File: src/rtl/inst_fetch_unit.sv
// Instruction fetch unit: PC, instruction ROM request, and prefetch queue feeding ID.
// Optional performance counters are enabled with the IF_FETCH_PERF_EN macro.
module inst_fetch_unit #(
  parameter logic [31:0] RESET_PC   = 32'h0000_0000,
  parameter int unsigned FIFO_DEPTH = 4
) (
  input  logic        clk,
  input  logic        rst,
  output logic        rom_ce_o,
  output logic [31:0] rom_addr_o,
  input  logic [31:0] rom_inst_i,
  input  logic        branch_flag_i,
  input  logic [31:0] branch_target_i,
  input  logic        id_ready_i,
  output logic        id_valid_o,
  output logic [31:0] id_pc_o,
`ifdef IF_FETCH_PERF_EN
  output logic [31:0] id_inst_o,
  output logic [31:0] perf_fetch_o,
  output logic [31:0] perf_flush_o
`else
  output logic [31:0] id_inst_o
`endif
);

  localparam int unsigned PTR_W = (FIFO_DEPTH > 1) ? $clog2(FIFO_DEPTH) : 1;
  localparam int unsigned CNT_W = PTR_W + 1;

  logic [31:0]      r_pc;
  logic [31:0]      r_q_pc   [FIFO_DEPTH];
  logic [31:0]      r_q_inst [FIFO_DEPTH];
  logic [PTR_W-1:0] r_rd_ptr;
  logic [PTR_W-1:0] r_wr_ptr;
  logic [CNT_W-1:0] r_count;

  logic             w_fetch;
  logic             w_valid;
  logic             w_pop;

  // Fetch only while the queue has room and no redirect is in flight.
  assign w_fetch = !rst && !branch_flag_i && (r_count < CNT_W'(FIFO_DEPTH));
  assign w_valid = !rst && !branch_flag_i && (r_count != '0);
  assign w_pop   = w_valid && id_ready_i;

  assign rom_ce_o   = w_fetch;
  assign rom_addr_o = w_fetch ? r_pc : 32'h0;

  assign id_valid_o = w_valid;
  assign id_pc_o    = w_valid ? r_q_pc[r_rd_ptr]   : 32'h0;
  assign id_inst_o  = w_valid ? r_q_inst[r_rd_ptr] : 32'h0;

  // Queue storage needs no reset; occupancy is tracked by r_count.
  always_ff @(posedge clk) begin
    if (w_fetch) begin
      r_q_pc[r_wr_ptr]   <= r_pc;
      r_q_inst[r_wr_ptr] <= rom_inst_i;
    end
  end

  always_ff @(posedge clk) begin
    if (rst) begin
      r_pc     <= RESET_PC;
      r_rd_ptr <= '0;
      r_wr_ptr <= '0;
      r_count  <= '0;
    end else if (branch_flag_i) begin
      r_pc     <= branch_target_i & 32'hFFFF_FFFC;
      r_rd_ptr <= '0;
      r_wr_ptr <= '0;
      r_count  <= '0;
    end else begin
      if (w_fetch) begin
        r_pc     <= r_pc + 32'd4;
        r_wr_ptr <= r_wr_ptr + PTR_W'(1);
      end
      if (w_pop) begin
        r_rd_ptr <= r_rd_ptr + PTR_W'(1);
      end
      case ({w_fetch, w_pop})
        2'b10:   r_count <= r_count + CNT_W'(1);
        2'b01:   r_count <= r_count - CNT_W'(1);
        default: r_count <= r_count;
      endcase
    end
  end

`ifdef IF_FETCH_PERF_EN
  logic [31:0] r_perf_fetch;
  logic [31:0] r_perf_flush;

  // Flush counter only counts redirects that actually discard queued work.
  always_ff @(posedge clk) begin
    if (rst) begin
      r_perf_fetch <= 32'h0;
      r_perf_flush <= 32'h0;
    end else begin
      if (w_fetch) begin
        r_perf_fetch <= r_perf_fetch + 32'd1;
      end
      if (branch_flag_i && (r_count != '0)) begin
        r_perf_flush <= r_perf_flush + 32'd1;
      end
    end
  end

  assign perf_fetch_o = r_perf_fetch;
  assign perf_flush_o = r_perf_flush;
`endif

endmodule

File: config.mk
export PLATFORM = sky130hd
export DESIGN_NAME = inst_fetch_unit
export DESIGN_NICKNAME = d
export VERILOG_FILES = /design/src/rtl/inst_fetch_unit.sv
export SDC_FILE = /design/constraint.sdc
export NUM_CORES = 1
export LEC_CHECK = 0
export CAP_MARGIN = 10
export CORE_MARGIN = 10
export CORE_UTILIZATION = 32
export CTS_CLUSTER_DIAMETER = 60
export CTS_CLUSTER_SIZE = 24
export DETAILED_ROUTE_END_ITERATION = 16
export PLACE_DENSITY = 0.52
export SLEW_MARGIN = 20
export SYNTH_ARGS = -nofsm -noshare
export SYNTH_HDL_FRONTEND = slang
export SYNTH_SLANG_ARGS = --single-unit
File: constraint.sdc
create_clock -name clk -period 3.3 [get_ports clk]
set_input_delay 0.66 -clock clk [delete_from_list [all_inputs] [get_ports clk]]
set_output_delay 0.66 -clock clk [all_outputs]
set_load 0.01 [all_outputs]
==> metrics <==
outcome finished, final reports clean; routed wire length 31.1 mm; Setup Viol. Count Final 0; worst path cell trace clkdlybuf4s50_1 > or3_1 > inv_2 > buf_4 > nand2_1 > inv_1 > clkdlybuf4s50_1; P_leak 5.29 nW; Routed Antenna Nets 0; WP data required 2640 ps; max incr delay on CP between 500 and 600 ps; worst hold slack 526 ps; Initial Util 32.5%; vias 7042; WP data arrival 2550 ps; clock tree root driver cell clkbuf_16; number of port buffers 159; routed vias/inst 5.05; Critical Path Sink Type output port; clock sink count 287; clk slew on worst S/H paths around 80 ps; Mean Syn Cell Area 16.2 um2; # Post-CTS Setup Buffers 0; CP max FO 7; max-cap viol count 0; Post-route DRC 0; grt ovf 0; Chip Width approximately 210 um; ys async rst share 0%; DRT Pass-1 Iters 4; Clock Skew about 26 ps; number of global-route vias before repair roughly 7.4k; hold-fix buffers at CTS 0; #FFs+latches synth 287; Max Freq 312 MHz; Top Ports around 170; H-tree lvl count 1; Post-DP HPWL 19.9 mm; routed len/inst 22.3 um; core area 0.0367 mm2; drt first-iter violations 333; library cells used by synthesis 54; post-route setup slack a little over 90 ps; clk_lat worst skew about 550 ps; Final period util approximately 97%; Worst-Margin Slew 813 ps; Slew headroom 45.3%; Synth Instances 738; Max Buffers Root-to-Sink 3; Post-synth EDFFs 248; Syn. warnings 0; Place WS -17.7 ps; die area 0.0454 mm2; Fin. Hold Viols 0; Layout area overhead 28.0%; RSZ-0062 raised after global routing true; post-synthesis sequential area ratio 68.9%; minimum period implied by the final worst setup slack ~3200 ps; pin count of the biggest net entering global routing 47; commonest cells after routing, fill and taps aside edfxtp_1 (248), clkdlybuf4s50_1 (144), and3_1 (64), mux4_2 (62); Final nets 982; CTS tree yes; cell mode on critical path clkdlybuf4s50_1; Std-Cell Rows 70; Total Routing Usage GR 13.6%; Synth Cell Area 0.0119 mm2; Num CTS Buffers 25; startpoint types primary input; ratio of cells with drive above 1 in the final layout 17.5%; Worst Hold Class flop to flop; Crit-path slowest cell clkdlybuf4s50_1; critical path type primary input to output port; commonest non-fill, non-tap cell in the layout edfxtp_1; PD cells 502 mW/mm2; initial antenna violation count 3; GPL Wtd Cong 0.764; first-pass GRT wire length 47.2 mm; Die H approximately 210 um; top_reg_cell synth edfxtp_1; Worst IR Drop VDD 0.340 mV; Slew Viols, Final 0
==> critical path: cells and delay by family <==
family                 cells  cell delay (ps)
buffers and inverters      5             1390
AND/OR/NAND/NOR            2              490
==> layout make-up <==
class,count,area [um2]
fillers,3340,21400
flip-flops and latches,287,8240
multi-input cells,386,3430
repair buffers,193,2080
clock buffers,25,626
well taps,468,586
clock inverters,20,279
inverters,14,52.6
diodes,1,2.50
==> synthesized netlist by cell type, drive strengths merged, types with 6 or more instances <==
cell    number  area share (%)
a21oi       12            0.50
dfxtp       39             6.5
mux4        62              12
ha           6            0.63
nor3        10            0.42
clkbuf      39             1.5
and3        65             3.4
a31oi        6            0.31
xor2         7            0.51
edfxtp     248              62
nand4       12            0.75
or3         10            0.52
or4          6            0.42
nand3       15            0.63
a311oi      10            0.73
inv         14            0.44
buf         15            0.75
and2        31             1.6
nand2       31            0.97
o21ai        8            0.34
nor2        38             1.2
==> per-layer routing <==
layer | global-route usage (%) | vias up | part of all wire (%)
met5 | 0 | - | 0.12
met4 | 2.42 | 4 | 1.3
met3 | 3.56 | 34 | 6.7
met2 | 21.4 | 187 | 46
met1 | 18.5 | 3557 | 46
li1 | - | 3260 | -
==> state kept, by name, indices dropped and copies added (netlist names), named ones only <==
register	flops
r_wr_ptr	2
r_q_inst	128
r_q_pc	120
r_rd_ptr	2
r_pc	30
r_count	3
==> stage by stage <==
stage	instance area, um2	setup TNS [ps]	cells	utilization (%)	power, W
after floorplan	12000	0	741	-	0.00436
after global placement	14300	-32.8	1348	39.1	0.00461
after detailed placement	14300	-17.7	1348	39.1	0.00462
after CTS	15200	0	1393	41.5	0.00777
after global routing	15300	-9.92	1393	41.6	0.00797
final	15300	0	1394	41.6	0.00767
==> what timing repair did <==
action,CTS,global route
endpoints found under the setup margin,4,29
hold endpoints to repair,0,0
gates resized for setup,3,15
cloned,0,0
==> worst paths after layout <==
check / from / end / slack (ps) / depth (start not counted)
hold / removal: r_count[1] / r_count[1] / 530 / 2
setup / recovery: rst / rom_addr_o[25] / 90 / 7
hold reg to reg: r_count[1] / r_count[1] / 530 / 2
setup reg to reg: r_count[2] / r_count[2] / 770 / 9
==> logic make-up (layout without fill, tap and decap cells) <==
group,after synthesis,after routing,synth area share [%]
flops,287,287,68.9
simple gates,233,233,10.9
buf+inv,68,252,2.67
mux,67,67,12.1
compound gates,63,63,3.71
xor+xnor,12,12,0.880
fa+ha+maj,7,7,0.796
other cells,1,5,0.0314
==> where the power goes <==
| group | total, W | switching, W | leakage [nW] | internal, W |
|---|---|---|---|---|
| Clock | 0.00314 | 0.00159 | 0.438 | 0.00155 |
| Combinational | 0.000413 | 0.000201 | 2.26 | 0.000212 |
| Sequential | 0.00412 | 0.0000857 | 2.60 | 0.00403 |
(Power assumes the default switching activity.)
